## src/rtl/ctrl_pkg.sv

```systemverilog
// Definitions shared by the control interface receive and readback paths:
// FSM states, command bytes and the frame-RAM line address mapping.
package ctrl_pkg;

    localparam int         LINE_BYTES = 128;
    localparam logic [7:0] CMD_LINE   = 8'h4C;  // "L"
    localparam logic [7:0] CMD_STATUS = 8'h53;  // "S"

    typedef enum logic [3:0] {
        ST_IDLE  = 4'd0,
        ST_HDR0  = 4'd1,
        ST_HDR1  = 4'd2,
        ST_ST2   = 4'd3,
        ST_ST3   = 4'd4,
        ST_FETCH = 4'd5,
        ST_WAIT  = 4'd6,
        ST_SEND  = 4'd7,
        ST_DONE  = 4'd8
    } state_t;

    // Column-to-RAM mapping used by the line-write path; readback must match it exactly.
    function automatic logic [11:0] line_addr(input logic [4:0] row, input logic [6:0] col);
        return {row, ~col[6:1], col[0]};
    endfunction

endpackage

```

## src/rtl/uart_tx.sv

```systemverilog
// 8N1 UART serializer, LSB first, idles high. A load while idle starts the
// start bit on the next edge; busy covers start bit through end of stop bit.
module uart_tx #(
    parameter int TICKS_PER_BIT      = 9,
    parameter int TICKS_PER_BIT_SIZE = 4
) (
    input  logic       clk_in,
    input  logic       reset,
    input  logic       load,
    input  logic [7:0] data,
    output logic       busy,
    output logic       tx
);

    localparam logic [TICKS_PER_BIT_SIZE-1:0] TICK_LAST = TICKS_PER_BIT_SIZE'(TICKS_PER_BIT - 1);
    localparam logic [TICKS_PER_BIT_SIZE-1:0] TICK_ONE  = TICKS_PER_BIT_SIZE'(1);

    logic [9:0]                    frame_q, frame_d;
    logic [3:0]                    bit_q, bit_d;
    logic [TICKS_PER_BIT_SIZE-1:0] tick_q, tick_d;
    logic                          busy_q, busy_d;

    always_comb begin
        frame_d = frame_q;
        bit_d   = bit_q;
        tick_d  = tick_q;
        busy_d  = busy_q;
        if (!busy_q) begin
            if (load) begin
                frame_d = {1'b1, data, 1'b0};
                bit_d   = 4'd0;
                tick_d  = '0;
                busy_d  = 1'b1;
            end
        end else if (tick_q == TICK_LAST) begin
            // Shift in ones so the line rests high once the stop bit is out.
            tick_d  = '0;
            frame_d = {1'b1, frame_q[9:1]};
            bit_d   = bit_q + 4'd1;
            if (bit_q == 4'd9) begin
                busy_d = 1'b0;
            end
        end else begin
            tick_d = tick_q + TICK_ONE;
        end
    end

    always_ff @(posedge clk_in) begin
        if (reset) begin
            frame_q <= '1;
            bit_q   <= 4'd0;
            tick_q  <= '0;
            busy_q  <= 1'b0;
        end else begin
            frame_q <= frame_d;
            bit_q   <= bit_d;
            tick_q  <= tick_d;
            busy_q  <= busy_d;
        end
    end

    assign tx   = frame_q[0];
    assign busy = busy_q;

endmodule

```

## src/rtl/control_readback_tx.sv

```systemverilog
// Control interface readback: answers line ("L") and status ("S") requests
// over UART, reading line data from the shared frame-RAM read port.
module control_readback_tx
    import ctrl_pkg::*;
#(
    parameter int UART_CLK_TICKS_PER_BIT = 9,
    parameter int UART_CLK_TICKS_WIDTH   = 4
) (
    input  logic        clk_in,
    input  logic        reset,
    input  logic        req_line,
    input  logic [4:0]  req_row,
    input  logic        req_status,
    input  logic [2:0]  rgb_enable,
    input  logic [5:0]  brightness_enable,
    input  logic [7:0]  num_commands_processed,
    input  logic [7:0]  ram_data_in,
    output logic [11:0] ram_address,
    output logic        ram_read_enable,
    output logic        uart_tx,
    output logic        tx_running,
    output logic        busy,
    output logic [7:0]  num_responses_sent
);

    state_t      state_q, state_d;
    logic        is_line_q, is_line_d;
    logic [4:0]  row_q, row_d;
    logic [2:0]  rgb_q, rgb_d;
    logic [5:0]  bright_q, bright_d;
    logic [7:0]  ncmd_q, ncmd_d;
    logic [6:0]  col_q, col_d;
    logic [7:0]  data_q, data_d;
    logic [11:0] ram_addr_q, ram_addr_d;
    logic        ram_re_q, ram_re_d;
    logic        busy_q, busy_d;
    logic [7:0]  resp_q, resp_d;

    logic        tx_load;
    logic [7:0]  tx_byte;
    logic        tx_busy;

    always_comb begin
        state_d    = state_q;
        is_line_d  = is_line_q;
        row_d      = row_q;
        rgb_d      = rgb_q;
        bright_d   = bright_q;
        ncmd_d     = ncmd_q;
        col_d      = col_q;
        data_d     = data_q;
        ram_addr_d = ram_addr_q;
        ram_re_d   = 1'b0;
        resp_d     = resp_q;
        tx_load    = 1'b0;
        tx_byte    = 8'h00;

        case (state_q)
            ST_IDLE: begin
                // Line wins a same-cycle collision; the status pulse is simply lost.
                if (req_line) begin
                    is_line_d = 1'b1;
                    row_d     = req_row;
                    col_d     = 7'(LINE_BYTES - 1);
                    state_d   = ST_HDR0;
                end else if (req_status) begin
                    is_line_d = 1'b0;
                    rgb_d     = rgb_enable;
                    bright_d  = brightness_enable;
                    ncmd_d    = num_commands_processed;
                    state_d   = ST_HDR0;
                end
            end
            ST_HDR0: begin
                if (!tx_busy) begin
                    tx_load = 1'b1;
                    tx_byte = is_line_q ? CMD_LINE : CMD_STATUS;
                    state_d = ST_HDR1;
                end
            end
            ST_HDR1: begin
                if (!tx_busy) begin
                    tx_load = 1'b1;
                    if (is_line_q) begin
                        tx_byte    = {3'b000, row_q};
                        ram_re_d   = 1'b1;
                        ram_addr_d = line_addr(row_q, col_q);
                        state_d    = ST_FETCH;
                    end else begin
                        tx_byte = {5'b00000, rgb_q};
                        state_d = ST_ST2;
                    end
                end
            end
            ST_ST2: begin
                if (!tx_busy) begin
                    tx_load = 1'b1;
                    tx_byte = {2'b00, bright_q};
                    state_d = ST_ST3;
                end
            end
            ST_ST3: begin
                if (!tx_busy) begin
                    tx_load = 1'b1;
                    tx_byte = ncmd_q;
                    state_d = ST_DONE;
                end
            end
            ST_FETCH: state_d = ST_WAIT;
            ST_WAIT: begin
                data_d  = ram_data_in;
                state_d = ST_SEND;
            end
            ST_SEND: begin
                // The next read is only launched once this byte is in the serializer.
                if (!tx_busy) begin
                    tx_load = 1'b1;
                    tx_byte = data_q;
                    if (col_q == 7'd0) begin
                        state_d = ST_DONE;
                    end else begin
                        col_d      = col_q - 7'd1;
                        ram_re_d   = 1'b1;
                        ram_addr_d = line_addr(row_q, col_q - 7'd1);
                        state_d    = ST_FETCH;
                    end
                end
            end
            ST_DONE: begin
                if (!tx_busy) begin
                    resp_d  = resp_q + 8'd1;
                    state_d = ST_IDLE;
                end
            end
            default: state_d = ST_IDLE;
        endcase

        busy_d = (state_d != ST_IDLE);
    end

    always_ff @(posedge clk_in) begin
        if (reset) begin
            state_q    <= ST_IDLE;
            is_line_q  <= 1'b0;
            row_q      <= 5'd0;
            rgb_q      <= 3'd0;
            bright_q   <= 6'd0;
            ncmd_q     <= 8'd0;
            col_q      <= 7'd0;
            data_q     <= 8'd0;
            ram_addr_q <= 12'd0;
            ram_re_q   <= 1'b0;
            busy_q     <= 1'b0;
            resp_q     <= 8'd0;
        end else begin
            state_q    <= state_d;
            is_line_q  <= is_line_d;
            row_q      <= row_d;
            rgb_q      <= rgb_d;
            bright_q   <= bright_d;
            ncmd_q     <= ncmd_d;
            col_q      <= col_d;
            data_q     <= data_d;
            ram_addr_q <= ram_addr_d;
            ram_re_q   <= ram_re_d;
            busy_q     <= busy_d;
            resp_q     <= resp_d;
        end
    end

    uart_tx #(
        .TICKS_PER_BIT      (UART_CLK_TICKS_PER_BIT),
        .TICKS_PER_BIT_SIZE (UART_CLK_TICKS_WIDTH)
    ) u_uart_tx (
        .clk_in (clk_in),
        .reset  (reset),
        .load   (tx_load),
        .data   (tx_byte),
        .busy   (tx_busy),
        .tx     (uart_tx)
    );

    assign ram_address        = ram_addr_q;
    assign ram_read_enable    = ram_re_q;
    assign tx_running         = tx_busy;
    assign busy               = busy_q;
    assign num_responses_sent = resp_q;

endmodule

```

## config.mk

```make
export PLATFORM = sky130hd
export DESIGN_NAME = control_readback_tx
export DESIGN_NICKNAME = d
export VERILOG_FILES = /design/src/rtl/ctrl_pkg.sv /design/src/rtl/uart_tx.sv /design/src/rtl/control_readback_tx.sv
export SDC_FILE = /design/constraint.sdc
export NUM_CORES = 1
export LEC_CHECK = 0
export BUFFER_PORTS_ARGS = -buffer_cell sky130_fd_sc_hd__buf_2
export CAP_MARGIN = 30
export CELL_PAD_IN_SITES_DETAIL_PLACEMENT = 1
export CELL_PAD_IN_SITES_GLOBAL_PLACEMENT = 2
export CORE_MARGIN = 2
export CORE_UTILIZATION = 36
export DETAILED_ROUTE_END_ITERATION = 7
export PLACE_DENSITY = 0.82
export REMOVE_ABC_BUFFERS = 1
export SLEW_MARGIN = 0
export SYNTH_ARGS = -nofsm -noshare
export SYNTH_HDL_FRONTEND = slang
export SYNTH_SLANG_ARGS = --single-unit
```

## constraint.sdc

```tcl
create_clock -name clk_in -period 3.7 [get_ports clk_in]
set_input_delay 0.37 -clock clk_in [delete_from_list [all_inputs] [get_ports clk_in]]
set_output_delay 0.37 -clock clk_in [all_outputs]
set_load 0.05 [all_outputs]
```

==> flow_summary_export.csv, run 1 <==
group,metric,value,unit
status,status,"finished clean",
global_route,grt_max_degree,43,
yosys,synth_edf_count,0,
place,hpwl,7230,um
route,dr.pass1.iters,4,
yosys,ys_warn_count,0,
setup_path,crit_chain,"nand4b_1, inv_2, nand2_1, o21a_1, o2bb2ai_1, o2111ai_1",
global_route,grt.total_usage,18.7,%
setup_path,worst_ep_arrival_time,3120,ps
route,dr_total_vias,3454,
clock_network,insertion_delay,350,ps
flow_run,drv_cap,0,
route,wire_per_inst,15.6,um
finish,drive_gt1_share,17.1,%
clock_network,cts.clk_slew.worst_paths,80,ps
clock_network,holdBufCountCts,0,
floorplanning,core_area,0.0107,mm2
timing,max_freq,352,MHz
clock_network,cts_buffers,9,
finish,antenna-diode-count,0,
place,portBuffers,57,
global_route,grt_pass1_vias,3514,
route,ant_nets,0,
min_path,hold_path.class,"in -> reg",
global_route,met2_usage,30.9,%
timing,drv_slew,0,
finish,area_delta_synth_final,14.6,%
global_route,grt_pass1_wl,17300,um
timing,min_period,2840,ps
setup_path,cp-start-kind,"flip-flop",
clock_network,clockBufferDepth,2,
global_route,met3_usage,2.75,%
global_route,overflow,0,
yosys,syn_area,0.00394,mm2
yosys,async_reset_ff_share,0,%
finish,final_common_cell,"dfxtp_1",
timing,min_period_over_period,76.8,%
route,routed_wl,10300,um
pwr,leakage,1.88,nW
yosys,synth_cell_types,58,
timing,worst_slew_margin_rel,40.3,%
global_route,grt_use_met1,24.7,%
finish,layout_common_cells,"dfxtp_1 (82), nand2_1 (70), buf_2 (57), nor2_1 (52), a21oi_1 (45)",
floorplanning,initial_core_util,36.7,%
timing,fin_setup_tns,0,ps
yosys,synthCells,473,
setup_path,crit_required,3980,ps
yosys,avgSynthCellArea,8.34,um2
floorplanning,die-area,0.0118,mm2
yosys,ys_seq_area_share,41.6,%
setup_path,cp_max_fo,25,
place,gp_congestion,0.783,
pwr,combPwrFrac,33.9,%
global_route,top_usage_layer,"met2",
pwr,p_sw_share,37.5,%
clock_network,post_cts_buffers,0,
clock_network,cts_resized,0,
finish,fin_util,42.0,%
pwr,powerDensity,644,mW/mm2
yosys,ys_ff_latch,82,
pwr,p_sw,1.09,mW
clock_network,cts_sinks,82,
setup_path,cp-end-kind,"flip-flop",
timing,finalSetupViolations,0,
pwr,internal-power,1.82,mW
clock_network,cts_tree,"yes",
timing,grt_setup_unrepaired,"false",
clock_network,h-tree-depth,3,
yosys,yosys_most_used_dff,"dfxtp_1",
pwr,peakVddDrop,0.000213,V
floorplanning,die_x,109,um
route,drc,0,
setup_path,critical-path-max-stage-delay,910,ps
pwr,seq_power_share,39.1,%
route,viasPerCell,5.23,
floorplanning,boundaryPins,58,
floorplanning,die_h,109,um
timing,clock_skew,8.10,ps
route,drt_iter0_markers,164,
timing,hold_viol,0,
setup_path,crit_type,"reg -> reg",
timing,tightest_slew,894,ps
clock_network,cts_root_buffer,"clkbuf_8",
floorplanning,rows,38,
setup_path,slowest_stage,"dfxtp_1",
global_route,antenna_found_initial,0,
finish,layout.nets,558,
pwr,p_clk_share,27.0,%
==> layout make-up <==
cell class	count	area, um2
fill	1340	6230
multi-input combinational	345	2070
sequential	82	1640
timing repair buffer	64	338
tap	140	175
clock buffer	10	138
clock inverter	5	103
inverter	14	52.6
==> worst paths after layout <==
kind / start / to / slack (ps) / cells after the start
setup reg to reg: state_q[2]$_SDFF_PP0_ / busy$_SDFF_PP0_ / 860 / 6
setup / recovery: state_q[2]$_SDFF_PP0_ / busy$_SDFF_PP0_ / 860 / 6
hold / removal: num_commands_processed[0] / ncmd_q[0]$_SDFFE_PP0P_ / 250 / 3
hold reg to reg: rgb_q[2]$_SDFFE_PP0P_ / rgb_q[2]$_SDFFE_PP0P_ / 460 / 2
==> worst max-delay path, delay by kind of cell (launching register included) <==
family	cells	cell delay, ps
flops	1	910
compound gates	3	970
simple gates	2	570
buf+inv	1	320
==> flip-flops by register name, indices dropped and copies added, names as in the netlist, 3 cells and up <==
signal / flops
ram_address: 12
state_q: 4
col_q: 7
u_uart_tx.tick_q: 4
row_q: 5
rgb_q: 3
data_q: 8
ncmd_q: 8
bright_q: 6
u_uart_tx.frame_q: 9
num_responses_sent: 8
u_uart_tx.bit_q: 4
==> synthesized netlist by cell type, drive strengths merged, types with 2 or more instances <==
cell type,count,area share [%]
o21a,7,1.3
nand2b,5,0.79
nor2,53,5.1
nand4,5,0.79
nand4b,3,0.67
o21bai,2,0.38
and2,3,0.48
a22oi,4,0.89
or3,2,0.32
xnor2,5,1.1
a32oi,3,0.67
nor2b,5,0.79
nor3,15,1.9
a211oi,4,0.76
a211o,2,0.44
clkbuf,13,1.2
buf,19,3.3
o21ai,10,1.3
nand3,11,1.5
dfxtp,82,42
a21oi,45,5.7
mux2i,25,6.3
nor4,2,0.32
a221oi,2,0.76
a311oi,2,0.44
a22o,2,0.44
o22ai,4,0.63
a31oi,9,1.4
ha,8,2.5
xor2,10,2.2
or2,4,0.63
inv,14,1.3
nand3b,2,0.38
nand2,70,6.7
and3,5,0.79
nor3b,4,1.0
==> through the flow <==
step                cells  hold WS, ps  setup WS, ps  total power, mW  cell area (um2)
floorplan             441          426          1340             1.83             3760
global placement      645          444          1050             2.11             4280
detailed placement    645          451           911             2.14             4280
CTS                   660          227           878             2.94             4520
global route          660          231           546             3.12             4520
finish                660          248           859             2.91             4520
==> per-layer routing <==
layer  routed length, um  vias up  part of all wire [%]
met5                   0        -                     0
met4                 146        0                   1.4
met3                 278       11                   2.7
met2                4920       50                    48
met1                4940     1662                    48
li1                    -     1731                     -
==> power by group through the flow <==
stage	logic [mW]	registers (mW)	clock network (mW)
floorplan	0.588	1.24	0
global placement	0.954	1.15	0
detailed placement	0.982	1.16	0
CTS	0.995	1.14	0.811
global route	1.12	1.16	0.843
finish	0.988	1.14	0.785
==> logic make-up (layout without fill, tap and decap cells) <==
family / after synthesis / after routing / share of synthesized area, %
multiplexers: 25 / 25 / 6.35
AO/OA/AOI/OAI: 105 / 105 / 17.4
flip-flops: 82 / 82 / 41.6
AND/OR/NAND/NOR: 192 / 192 / 22.9
adder cells (fa/ha/maj): 8 / 8 / 2.54
XOR/XNOR: 15 / 15 / 3.33
buffers and inverters: 46 / 93 / 5.84
Power figures use the tool's default switching activity.
==> run 2, diff against run 1 <==
- CORE_UTILIZATION: 36 -> 30
- PLACE_DENSITY: 0.82 -> 0.72
- clock period: 3.7 -> 2.3 ns (I/O delays scaled with it)
==> flow_summary_export.csv, run 2 (synthesis results as in run 1) <==
group,metric,value,unit
status,status,"finished clean",
setup_path,worst_ep_arrival_time,2370,ps
clock_network,holdBufCountCts,0,
place,portBuffers,57,
route,drc,0,
global_route,met3_usage,3.14,%
pwr,combPwrFrac,32.7,%
setup_path,crit_chain,"xnor2_1, o221a_1, buf_4, nor2_2, nor2_1, o21bai_1",
timing,hold_viol,0,
setup_path,cp-end-kind,"flip-flop",
timing,max_freq,475,MHz
route,routed_wl,10600,um
min_path,holdPathStages,3,
setup_path,critical-path-max-stage-delay,700,ps
timing,tightest_slew,969,ps
setup_path,crit_family,"flip-flops",
clock_network,cts_tree,"yes",
finish,multi_input_area,0.00207,mm2
setup_path,cp-start-kind,"flip-flop",
clock_network,cts_buffers,9,
timing,clock_skew,5.94,ps
finish,layout_common_cells,"dfxtp_1 (82), nand2_1 (70), buf_2 (57), nor2_1 (52), a21oi_1 (45)",
global_route,met2_usage,24.2,%
finish,antenna-diode-count,0,
timing,min_period_over_period,91.5,%
floorplanning,boundaryPins,58,
pwr,leakage,1.97,nW
clock_network,post_cts_buffers,0,
global_route,overflow,0,
global_route,top_usage_layer,"met2",
clock_network,clockBufferDepth,2,
finish,layout.nets,569,
setup_path,cp_max_fo,19,
setup_path,slowest_stage,"dfxtp_1",
route,dr.pass1.iters,4,
floorplanning,initial_core_util,31.0,%
route,wire_per_inst,15.0,um
clock_network,cts.clk_slew.worst_paths,60,ps
clock_network,cts_root_buffer,"clkbuf_16",
setup_path,reg2reg_depth,6,
floorplanning,core_area,0.0127,mm2
floorplanning,die-area,0.0141,mm2
setup_path,crit_type,"reg -> reg",
global_route,grt_pass1_vias,3495,
setup_path,r2r_start,"state_q[0]$_SDFF_PP0_",
pwr,seq_power_share,37.4,%
route,viasPerCell,4.96,
place,gp_congestion,0.831,
route,ant_nets,0,
global_route,antenna_found_initial,0,
finish,drive_gt1_share,18.6,%
global_route,grt_max_degree,45,
global_route,grt_pass1_wl,17600,um
clock_network,insertion_delay,340,ps
setup_path,crit_buf_inv,1,
setup_path,path_depth,6,
clock_network,h-tree-depth,3,
finish,largest_reg_flops,12,
timing,timing.hold.ws,122,ps
floorplanning,die_x,119,um
timing,worst_slew_margin_rel,34.9,%
flow_run,drv_cap,0,
finish,area_delta_synth_final,20.0,%
pwr,p_sw_share,36.2,%
clock_network,cts_sinks,82,
setup_path,crit_required,2570,ps
setup_path,r2r_slack,200,ps
finish,final_common_cell,"dfxtp_1",
timing,drv_slew,0,
place,hpwl,7630,um
global_route,grt.total_usage,15.6,%
floorplanning,rows,41,
clock_network,cts_resized,0,
finish,register_area,0.00164,mm2
pwr,p_clk_share,30.0,%
route,dr_total_vias,3486,
timing,fin_setup_tns,0,ps
pwr,peakVddDrop,0.000347,V
pwr,internal-power,3.17,mW
pwr,p_sw,1.80,mW
setup_path,timing.rr.end,"u_uart_tx.frame_q[7]$_SDFFE_PP1P_",
pwr,powerDensity,1050,mW/mm2
min_path,whs_endpoint,"ncmd_q[2]$_SDFFE_PP0P_",
floorplanning,die_h,119,um
timing,finalSetupViolations,0,
min_path,hp-start,"num_commands_processed[2]",
timing,min_period,2100,ps
route,drt_iter0_markers,163,
finish,nFillCells,1581,
timing,grt_setup_unrepaired,"false",
min_path,hold_path.class,"in -> reg",
global_route,grt_use_met1,21.2,%
## run 2: cell count changes in the layout (fill, tap and decap cells not counted), sizes merged
cell,previous run,this run
buf,64,75
bufinv,3,1
clkbuf,10,13
clkinvlp,1,0
## run 2: worst reg2reg max path: cells and delay by family, from the launching register on
kind | cells | cell delay, ps
DFF | 1 | 700
AOI/OAI and AO/OA | 2 | 490
and+or+nand+nor | 2 | 400
xor gates and xnor gates | 1 | 250
buffers and inverters | 1 | 180
## run 2: layout make-up
| type | count | share of cell area, % |
|---|---|---|
| multi-input combinational | 345 | 43.8 |
| clock buffer | 13 | 5.71 |
| tap | 172 | 4.55 |
| timing repair buffer | 75 | 9.42 |
| clock inverter | 2 | 0.741 |
| inverter | 14 | 1.11 |
| sequential | 82 | 34.7 |
## run 2: stage by stage
step	instances	area [um2]	setup WS [ps]	total power, mW	util [%]
finish	703	4730	196	4.97	37.2
detailed placement	688	4430	196	3.52	34.8
floorplan	441	3760	-56.1	2.94	-
global route	703	4730	9.51	5.30	37.2
global placement	688	4430	281	3.49	34.8
CTS	703	4730	168	5.04	37.2
## run 2: power by group through the flow
stage	Clock (mW)	Sequential, mW	Combinational [mW]
floorplan	0	1.99	0.946
detailed placement	0	1.89	1.63
global route	1.59	1.89	1.81
finish	1.49	1.86	1.62
global placement	0	1.88	1.61
CTS	1.54	1.86	1.64
## run 2: worst max-delay path by stage
stage / start / endpoint / slack, ps
CTS: col_q[1]$_SDFFE_PP0P_ / ram_address[8]$_SDFFE_PP0P_ / 170
detailed placement: col_q[0]$_SDFFE_PP0P_ / ram_address[8]$_SDFFE_PP0P_ / 200
global placement: state_q[0]$_SDFF_PP0_ / u_uart_tx.frame_q[1]$_SDFFE_PP1P_ / 280
global route: state_q[0]$_SDFF_PP0_ / u_uart_tx.frame_q[7]$_SDFFE_PP1P_ / 10
floorplan: u_uart_tx.busy$_SDFF_PP0_ / busy$_SDFF_PP0_ / -60
finish: state_q[0]$_SDFF_PP0_ / u_uart_tx.frame_q[7]$_SDFFE_PP1P_ / 200
## run 2: routing by layer
metal  vias up  routed length (um)
li1       1756                   -
met5         -                   0
met4         0                 175
met2        42                4790
met1      1676                5290
met3        12                 312
==> run 3, diff against run 2 <==
- PLACE_DENSITY: 0.72 -> not set
- PLACE_DENSITY_LB_ADDON: not set -> 0.25
==> flow_summary_export.csv, run 3 (synthesis results as in run 1) <==
group,metric,value,unit
place,placed_area,0.00446,mm2
finish,fin_cells,704,
clock_network,cts_resized,0,
floorplanning,die_h,119,um
floorplanning,initial_core_util,31.0,%
min_path,whs_endpoint,"row_q[0]$_SDFFE_PP0P_",
global_route,antenna_found_initial,0,
floorplanning,boundaryPins,58,
floorplanning,rows,41,
pwr,leakage,1.97,nW
timing,tightest_slew,625,ps
clock_network,cts_root_buffer,"clkbuf_16",
clock_network,cts_tree,"yes",
status,status,"finished clean",
finish,area_delta_synth_final,19.7,%
route,dr.pass1.iters,4,
clock_network,h-tree-depth,3,
clock_network,cts.clk_slew.worst_paths,60,ps
pwr,peakVddDrop,0.000383,V
finish,antenna-diode-count,0,
place,portBuffers,57,
timing,worst_slew_margin_rel,58.3,%
finish,drive_gt1_share,18.6,%
global_route,grt.total_usage,16.2,%
pwr,powerDensity,1030,mW/mm2
flow_run,drv_cap,0,
setup_path,reg2reg_depth,8,
floorplanning,core_area,0.0127,mm2
place,gp_congestion,0.795,
finish,layout_common_cells,"dfxtp_1 (82), nand2_1 (70), buf_2 (57), nor2_1 (52), a21oi_1 (45)",
place,place_ws,252,ps
timing,drv_slew,0,
clock_network,cts_buffers,9,
setup_path,worst_ep_arrival_time,2290,ps
clock_network,insertion_delay,340,ps
timing,hold_viol,0,
finish,final_common_cell,"dfxtp_1",
timing,timing.final.ws_setup,244,ps
clock_network,post_cts_buffers,0,
timing,clock_skew,4.47,ps
pwr,finalPower,4.84,mW
timing,finalSetupViolations,0,
floorplanning,die-area,0.0141,mm2
timing,timing.hold.ws,119,ps
place,placedCellCount,691,
timing,fin_setup_tns,0,ps
floorplanning,die_x,119,um
setup_path,cp-startpoint,"col_q[0]$_SDFFE_PP0P_",
route,drc,0,
setup_path,r2r_start,"col_q[0]$_SDFFE_PP0P_",
min_path,hp-start,"req_row[0]",
setup_path,cp_max_fo,13,
finish,final_cell_area,0.00472,mm2
global_route,grt_pass1_wl,18300,um
finish,layout.nets,572,
route,ant_nets,0,
setup_path,crit_required,2540,ps
clock_network,holdBufCountCts,0,
setup_path,cp-end-kind,"flip-flop",
global_route,grt_max_degree,35,
route,routed_wl,10600,um
route,wire_per_inst,15.1,um
global_route,grt_pass1_vias,3640,
clock_network,cts_sinks,82,
timing,min_period,2060,ps
timing,max_freq,486,MHz
route,drt_iter0_markers,128,
finish,largest_reg_flops,12,
min_path,holdPathStages,3,
setup_path,timing.rr.end,"ram_address[7]$_SDFFE_PP0P_",
setup_path,r2r_slack,240,ps
global_route,overflow,0,
timing,grt_setup_unrepaired,"false",
timing,min_period_over_period,89.4,%
place,hpwl,7800,um
route,viasPerCell,4.97,
finish,nFillCells,1585,
route,dr_total_vias,3501,
finish,fin_util,37.1,%
min_path,hold_path.class,"in -> reg",
clock_network,clockBufferDepth,2,
setup_path,cp-start-kind,"flip-flop",
setup_path,crit_type,"reg -> reg",
run 3: changes by cell type in the layout (fill, tap and decap cells not counted), sizes merged:
cell / change
clkinv: -1
buf: +3
bufinv: -1
run 3: worst max path at each step:
stage / end / slack (ps)
2_1_floorplan: busy$_SDFF_PP0_ / -60
3_5_place_dp: col_q[3]$_SDFFE_PP0P_ / 250
4_1_cts: col_q[3]$_SDFFE_PP0P_ / 220
6_report: ram_address[7]$_SDFFE_PP0P_ / 240
5_1_grt: col_q[3]$_SDFFE_PP0P_ / 80
3_3_place_gp: ram_address[1]$_SDFFE_PP0P_ / 310
run 3: metal layers:
layer	vias up	track usage [%]	share of wire (%)
met5	-	0	0
met4	0	7.14	2.0
met3	15	2.75	2.4
met2	38	26.4	46
met1	1695	20.8	49
li1	1753	-	-
run 3: power by group:
part           internal, mW  leakage, nW  switching (mW)
clock                 0.773        0.128           0.552
sequential             1.62        0.668           0.215
combinational         0.645         1.18            1.03
total                  3.04         1.97            1.80
run 3: layout make-up:
class,count,area [um2],share of cell area [%]
sequential,82,1640,34.8
clock buffer,13,260,5.51
tap,172,215,4.56
inverter,14,52.6,1.11
timing repair buffer,78,480,10.2
multi-input combinational,345,2070,43.9
run 3: critical path, stage by stage, from the launching register on:
cell and delay (ps):
dfxtp_1 360, inv_1 100, ha_1 150, nor4b_1 410, and2_1 280, o21a_1 230
buf_12 180, mux2i_1 190, nor2_1 60
